$ cat src/rtl/mac_accumulator_if.sv
// Operand/result handshake bundle for mac_accumulator.
// The master side feeds operand pairs and consumes results. The slave side is the accumulator.
interface mac_accumulator_if #(
    parameter int SIZE     = 32,
    parameter int ACC_SIZE = 2*SIZE+8
);
    logic                       in_valid;
    logic                       in_ready;
    logic signed [SIZE-1:0]     a_in;
    logic signed [SIZE-1:0]     b_in;
    logic                       out_valid;
    logic                       out_ready;
    logic signed [ACC_SIZE-1:0] result;
    logic                       out_sat;

    modport master (
        output in_valid, a_in, b_in, out_ready,
        input  in_ready, out_valid, result, out_sat
    );

    modport slave (
        input  in_valid, a_in, b_in, out_ready,
        output in_ready, out_valid, result, out_sat
    );
endinterface

$ cat src/rtl/mac_accumulator.sv
// Signed multiply-accumulate: sums K_LEN products per result and holds the result behind valid/ready.
// Optional saturating accumulation is enabled by defining MAC_ACCUMULATOR_SATURATE_EN.
module mac_accumulator #(
    parameter int SIZE     = 32,
    parameter int ACC_SIZE = 2*SIZE+8,
    parameter int K_LEN    = 8
) (
    input  logic             clk,
    input  logic             reset_n,
    input  logic             enable,
    mac_accumulator_if.slave bus
);
    localparam int CNT_W = $clog2(K_LEN+1);
    localparam logic [CNT_W-1:0] LAST_CNT = CNT_W'(K_LEN-1);

    typedef enum logic [1:0] {IDLE, ACCUM, HOLD} state_e;

    state_e                     state_q, state_d;
    logic signed [ACC_SIZE-1:0] acc_q, acc_d;
    logic signed [ACC_SIZE-1:0] result_q, result_d;
    logic [CNT_W-1:0]           cnt_q, cnt_d;
    logic                       out_valid_q, out_valid_d;

    logic                       in_ready;
    logic                       accept;
    logic                       pop;
    logic                       first_term;
    logic                       last_term;
    logic [CNT_W-1:0]           cnt_base;
    logic signed [2*SIZE-1:0]   prod;
    logic signed [ACC_SIZE-1:0] prod_ext;
    logic signed [ACC_SIZE-1:0] base;
    logic signed [ACC_SIZE-1:0] sum;

    assign in_ready = enable & ((state_q != HOLD) | bus.out_ready);
    assign accept   = enable & bus.in_valid & in_ready;
    assign pop      = enable & out_valid_q & bus.out_ready;

    assign bus.in_ready  = in_ready;
    assign bus.out_valid = out_valid_q;
    assign bus.result    = result_q;

    // Outside ACCUM the incoming pair always starts a fresh sum, so the running
    // acc/cnt are ignored rather than relying on them having been cleared.
    assign first_term = (state_q != ACCUM);
    assign base       = first_term ? '0 : acc_q;
    assign cnt_base   = first_term ? '0 : cnt_q;
    assign last_term  = (cnt_base == LAST_CNT);

    assign prod     = bus.a_in * bus.b_in;
    assign prod_ext = ACC_SIZE'(prod);

`ifdef MAC_ACCUMULATOR_SATURATE_EN
    localparam logic signed [ACC_SIZE-1:0] ACC_MAX = {1'b0, {(ACC_SIZE-1){1'b1}}};
    localparam logic signed [ACC_SIZE-1:0] ACC_MIN = {1'b1, {(ACC_SIZE-1){1'b0}}};

    logic [ACC_SIZE:0] sum_wide;
    logic              step_ovf;
    logic              sat_term;
    logic              sat_run_q, sat_run_d;
    logic              out_sat_q, out_sat_d;

    // One extra bit exposes signed overflow; the top bit then picks the clamp direction.
    assign sum_wide = {base[ACC_SIZE-1], base} + {prod_ext[ACC_SIZE-1], prod_ext};
    assign step_ovf = sum_wide[ACC_SIZE] ^ sum_wide[ACC_SIZE-1];
    assign sum      = step_ovf ? (sum_wide[ACC_SIZE] ? ACC_MIN : ACC_MAX)
                               : sum_wide[ACC_SIZE-1:0];
    assign sat_term = (first_term ? 1'b0 : sat_run_q) | step_ovf;

    always_comb begin
        sat_run_d = sat_run_q;
        out_sat_d = out_sat_q;
        if (accept) begin
            if (last_term) begin
                sat_run_d = 1'b0;
                out_sat_d = sat_term;
            end else begin
                sat_run_d = sat_term;
                if (first_term) out_sat_d = 1'b0;
            end
        end
    end

    always_ff @(posedge clk or negedge reset_n) begin
        if (!reset_n) begin
            sat_run_q <= 1'b0;
            out_sat_q <= 1'b0;
        end else begin
            sat_run_q <= sat_run_d;
            out_sat_q <= out_sat_d;
        end
    end

    assign bus.out_sat = out_sat_q;
`else
    assign sum         = base + prod_ext;
    assign bus.out_sat = 1'b0;
`endif

    // A pop releases HOLD; an accept in the same cycle then overrides with the next term.
    always_comb begin
        state_d     = state_q;
        acc_d       = acc_q;
        cnt_d       = cnt_q;
        result_d    = result_q;
        out_valid_d = out_valid_q;
        if (pop) begin
            out_valid_d = 1'b0;
            state_d     = IDLE;
        end
        if (accept) begin
            if (last_term) begin
                result_d    = sum;
                out_valid_d = 1'b1;
                state_d     = HOLD;
                acc_d       = '0;
                cnt_d       = '0;
            end else begin
                acc_d   = sum;
                cnt_d   = cnt_base + 1'b1;
                state_d = ACCUM;
            end
        end
    end

    always_ff @(posedge clk or negedge reset_n) begin
        if (!reset_n) begin
            state_q     <= IDLE;
            acc_q       <= '0;
            cnt_q       <= '0;
            result_q    <= '0;
            out_valid_q <= 1'b0;
        end else begin
            state_q     <= state_d;
            acc_q       <= acc_d;
            cnt_q       <= cnt_d;
            result_q    <= result_d;
            out_valid_q <= out_valid_d;
        end
    end
endmodule

$ cat src/flat_wrapper.sv
// flat-port wrapper written by rule: the top's interface ports become plain ports
module mac_accumulator_flat 
#(
    parameter int SIZE     = 32,
    parameter int ACC_SIZE = 2*SIZE+8,
    parameter int K_LEN    = 8
)
  (clk, reset_n, enable, bus_in_valid, bus_a_in, bus_b_in, bus_out_ready, bus_in_ready, bus_out_valid, bus_result, bus_out_sat);
  mac_accumulator_if #(.SIZE(SIZE), .ACC_SIZE(ACC_SIZE)) bus_i ();
  input  logic clk;
  input  logic reset_n;
  input  logic enable;
  input wire logic [$bits(bus_i.in_valid)-1:0] bus_in_valid;
  input wire logic [$bits(bus_i.a_in)-1:0] bus_a_in;
  input wire logic [$bits(bus_i.b_in)-1:0] bus_b_in;
  input wire logic [$bits(bus_i.out_ready)-1:0] bus_out_ready;
  output wire logic [$bits(bus_i.in_ready)-1:0] bus_in_ready;
  output wire logic [$bits(bus_i.out_valid)-1:0] bus_out_valid;
  output wire logic [$bits(bus_i.result)-1:0] bus_result;
  output wire logic [$bits(bus_i.out_sat)-1:0] bus_out_sat;
  assign bus_i.in_valid = bus_in_valid;
  assign bus_i.a_in = bus_a_in;
  assign bus_i.b_in = bus_b_in;
  assign bus_i.out_ready = bus_out_ready;
  assign bus_in_ready = bus_i.in_ready;
  assign bus_out_valid = bus_i.out_valid;
  assign bus_result = bus_i.result;
  assign bus_out_sat = bus_i.out_sat;
  mac_accumulator #(.SIZE(SIZE), .ACC_SIZE(ACC_SIZE), .K_LEN(K_LEN)) u_core (.clk(clk), .reset_n(reset_n), .enable(enable), .bus(bus_i));
endmodule
$ cat config.mk
export PLATFORM = sky130hd
export DESIGN_NAME = mac_accumulator_flat
export DESIGN_NICKNAME = d
export VERILOG_FILES = /design/src/rtl/mac_accumulator_if.sv /design/src/rtl/mac_accumulator.sv /design/src/flat_wrapper.sv
export SDC_FILE = /design/constraint.sdc
export NUM_CORES = 2
export LEC_CHECK = 0
export CORE_ASPECT_RATIO = 0.75
export CORE_MARGIN = 1
export CORE_UTILIZATION = 45
export DETAILED_ROUTE_END_ITERATION = 7
export SLEW_MARGIN = 20
export SYNTH_ARGS = -nofsm -noshare
export SYNTH_HDL_FRONTEND = slang
export SYNTH_SLANG_ARGS = --single-unit
$ cat constraint.sdc
create_clock -name clk -period 9.2 [get_ports clk]
set_input_delay 1.38 -clock clk [delete_from_list [all_inputs] [get_ports clk]]
set_output_delay 1.38 -clock clk [all_outputs]
set_load 0.1 [all_outputs]
Word-level counts from Yosys, hierarchy flattened
Index checks and enable logic that the tools add are counted.
{"block": "op_classes", "n_addsub": 2, "n_eq_ne": 3, "n_lt_le_gt_ge": 0, "n_div": 0, "n_bitwise": 6, "mul": 1, "shift": 0, "muxes": 10, "n_reduce_logical": 2}
{"op": "2-to-1 mux 72 bit", "count": 2}
{"op": "adder 72 x 64 -> 72 bit", "count": 1}
{"op": "multiplier 32 x 32 -> 64 bit", "count": 1}
{"op": "2-to-1 mux 4 bit", "count": 2}
{"op": "2-to-1 mux 2 bit", "count": 3}
{"op": "bitwise AND 1 bit", "count": 5}
{"op": "adder 4 x 1 -> 4 bit, second input constant", "count": 1}
{"op": "equality test 4 x 3 -> 1 bit, second input constant", "count": 1}
{"op": "2-to-1 mux 1 bit", "count": 3}
{"op": "!= test 2 x 1 -> 1 bit, second input constant", "count": 1}
{"op": "!= test 2 bit, second input constant", "count": 1}
{"op": "AND reduction 2 bit", "count": 1}
{"op": "nonzero test 2 bit", "count": 1}
{"op": "bitwise OR 1 bit", "count": 1}
{"block": "word_totals", "memories": 0, "in_bits": 69, "latchBits": 0, "output_inout_bits": 75, "reg_bits": 151, "ramBits": 0, "wordCells": 29, "romBits": 0}

Logic depth before layout (Yosys ltp)
{"block": "logic_depth", "ltp_word": 5, "mapped_depth": 29, "depth_no_buf": 27}

Worst setup path before layout
Ideal clock, no wire load.
{"block": "synth_path", "path_type": "in2reg", "from": "input port bus_a_in[31]", "to": "register u_core.acc_q[70]", "setup_time_ns": 0.122, "cell_stages": 25, "n_path_buf": 2, "path_slack_ns": -1.187, "required_time_ns": 9.078, "t_arrival_ns": 10.266, "path_cell_list": "clkbuf_1 > and2_1 > fa_1 > fa_1 > fa_1 > inv_1 > fa_1 > inv_1 > fa_1 > fa_1 > fa_1 > inv_1 > fa_1 > inv_1 > ha_1 > buf_6 > a21o_1 > a21o_1 > a21o_1 > or4b_4 > a32o_1 > o211ai_4 > a2111oi_1 > or3_1 > a32o_1"}
{"block": "synth_between", "elab_chain_cells": 3}
{"element": "start, declared", "line": "flat_wrapper.sv:14", "rtl": "input wire logic [$bits(bus_i.a_in)-1:0] bus_a_in;"}
{"element": "multiplier 32 x 32 -> 64 bit", "line": "mac_accumulator.sv:50", "rtl": "assign prod = bus.a_in * bus.b_in;"}
{"element": "adder 72 x 64 -> 72 bit", "line": "mac_accumulator.sv:96", "rtl": "assign sum = base + prod_ext;"}
{"element": "2-to-1 mux 72 bit", "line": "mac_accumulator.sv:112", "rtl": "if (last_term) begin"}
{"element": "end signal, assigned", "line": "mac_accumulator.sv:129", "rtl": "acc_q <= '0;"}
{"element": "end signal, assigned", "line": "mac_accumulator.sv:135", "rtl": "acc_q <= acc_d;"}
{"element": "end, declared", "line": "mac_accumulator.sv:19", "rtl": "logic signed [ACC_SIZE-1:0] acc_q, acc_d;"}
No other way between the ends.
A chain may end at the register's enable or synchronous reset.

Worst setup path after layout
{"block": "layout_path", "from": "input port bus_a_in[8]", "to": "register u_core.acc_q[70]"}
Same word-level chain as after synthesis.

==> results.yml <==
outcome:
  run_status: "finished, final reports clean"
place:
  place_ws_ps: -565
  portBuffers: 142
  routabilityCongestion: 0.939
  placed_area_um2: 55800
  hpwl_um: 122000
synthesis:
  synth-edff-count: 0
  yosys_warnings: 0
  seq_area_frac_synth_pct: 7.81
  synth_nets: 6721
  avgSynthCellArea_um2: 9.43
  yosys.cell_types.count: 68
  syn_area_um2: 48400
  synthCells: 5132
  synth_seq_cells: 151
  synth_flop_cell: "dfrtp_1"
  async_reset_ff_share_pct: 100
clock_tree:
  clk_pin_slew_worst_paths_ps: 70
  cts_buffers: 17
  clockRootBuffer: "clkbuf_16"
  clk_path_buf_depth: 2
  cts_max_level: 4
  tritoncts: "done"
  clock_latency_ps: 440
  cts-hold-fix-buffers: 0
  numClockSinks: 151
hold_path:
  hp-start: "u_core.acc_q[0]"
  worstHoldPathCells: 2
  min_delay_worst_endpoint: "u_core.acc_q[0]"
  hp-class: "flip-flop to flip-flop"
final_layout:
  drive_gt1_share_pct: 14.0
  area_delta_synth_final_pct: 19.3
  final_cell_mix: "inv_1, fa_1, nand2_1"
  fillers: 9543
  layout.nets: 7222
  design_area_um2: 57800
  final_util_pct: 54.5
  layout_commonest_cell: "inv_1"
setup_path:
  r2r_end: "u_core.acc_q[70]"
  r2r_cells: 27
  endpoint_kind: "flip-flop"
  startpoint_type: "input pin"
  r2r-start: "u_core.state_q[0]"
  rrSetupSlack_ps: 660
  cp_data_required_time_ps: 9520
  critical_path_class: "input pin to flip-flop"
  crit_path_max_fanout: 10
  worstPathArrival_ps: 9350
timing:
  fin_ws_ps: 169
  rsz0062_at_grt: "yes"
  fmax_mhz: 111
  clock_skew_ps: 14.1
  min_period_ps: 9030
  slew-limit-headroom_pct: 24.5
  setup_violations: 0
  hold_violations: 0
  finalMaxSlewViolations: 0
  fin_crit_sh_pct: 98.2
  tightest_slew_ps: 1130
floorplanning:
  core_um2: 106000
  io_pins: 144
  start_util_pct: 45.7
  core.rowCount: 103
  dieWidth_um: 381
  dieArea_um2: 109000
  die_h_um: 286
detailed_routing:
  dr.pass1.iters: 6
  routed_wirelength_um: 139000
  drt_iter0_markers: 2419
  vias: 35514
  viasPerCell: 5.03
  wl_per_cell_um: 19.7
  ant_nets: 0
  drcViolationCount: 0
global_routing:
  grt_max_degree: 89
  gr-total-overflow: 0
  grtUsageMet1_pct: 42.0
  grt_busiest_layer: "met1"
  antenna_found_initial: 2
  first_global_vias: 38142
  grt_pass1_wl_um: 223000
  track_usage_pct: 26.5
  grtUsageMet2_pct: 37.9
  met3_usage_pct: 5.40
job:
  drv_cap: 0
synth_stat cells (35+ instances only):
cell	instances	area, µm²
and2_1	409	2560
inv_1	1303	4890
ha_1	236	2950
a22o_1	51	447
o21ai_0	58	290
nor2b_1	35	219
nor2_1	43	161
dfrtp_1	151	3780
nand2_1	871	3270
xnor2_1	52	455
fa_1	1284	25700
a21oi_1	86	430
clkbuf_1	254	953
worst max-delay path by stage:
stage,from,endpoint,slack [ps]
floorplan,bus_a_in[31],u_core.acc_q[70],-190
global placement,bus_a_in[19],u_core.bus.result[57],-580
detailed placement,bus_a_in[19],u_core.bus.result[49],-570
CTS,bus_b_in[8],u_core.acc_q[70],0.6
global route,bus_b_in[6],u_core.acc_q[70],-20
finish,bus_a_in[8],u_core.acc_q[70],170
layout make-up:
| type | count | area [µm²] | share of cell area (%) |
|---|---|---|---|
| diodes | 1 | 2.50 | 0.00433 |
| inverters | 1303 | 4900 | 8.48 |
| clock buffers | 18 | 439 | 0.760 |
| flip-flops and latches | 151 | 3780 | 6.54 |
| well taps | 1417 | 1770 | 3.07 |
| repair buffers | 745 | 7420 | 12.8 |
| multi-input cells | 3415 | 39200 | 67.9 |
| clock inverters | 14 | 221 | 0.383 |
state kept, by name (all words and copies together) (netlist names):
| register | count |
|---|---|
| u_core.acc_q | 72 |
| u_core.bus.out_valid | 1 |
| u_core.bus.result | 72 |
| u_core.cnt_q | 4 |
| u_core.state_q | 2 |
routing by layer:
layer	wire length (µm)	share of wire (%)	vias to the layer above
met1	66700	48	18501
met2	58800	42	1132
met4	2370	1.7	0
met3	11300	8.1	96
met5	0	0	-
li1	-	-	15785
critical path: stages:
cell	delay, ps
clkdlybuf4s50_1	500
buf_12	150
buf_8	130
nand2_1	70
fa_1	500
inv_1	50
fa_1	480
fa_1	630
fa_2	500
fa_2	640
fa_1	440
fa_1	530
inv_1	60
fa_1	580
inv_2	70
ha_4	210
a21o_1	170
a21o_1	180
a21o_1	170
or4b_4	490
a32o_2	320
o211ai_4	320
a2111oi_4	120
or3_4	390
a32o_1	240
cell families after synthesis:
kind of cell / after synthesis / synth area share, %
xor gates and xnor gates: 71 / 1.28
DFF: 151 / 7.81
and+or+nand+nor: 1458 / 14.1
muxes: 29 / 0.667
AOI/OAI and AO/OA: 336 / 4.74
buffers and inverters: 1566 / 12.2
adders and majority gates: 1520 / 59.2
other: 1 / 0.00775
timing repair:
| item | CTS | global route |
|---|---|---|
| endpoints found under the setup margin | 22 | 61 |
| resized for setup | 6 | 194 |
| pin swaps | 1 | 85 |
| buffers inserted | 0 | 48 |
| gates cloned | 0 | 10 |
per-stage QoR:
step	hold slack [ps]	cells	setup TNS, ps
2_1_floorplan	430	5132	-519
3_3_place_gp	441	6973	-19230
3_5_place_dp	453	6973	-19370
4_1_cts	467	7005	0
5_1_grt	489	7063	-28.4
6_report	466	7064	0
Power is not shown: default switching activity piles up to over one toggle a cycle in this logic, so the estimate is an artifact.
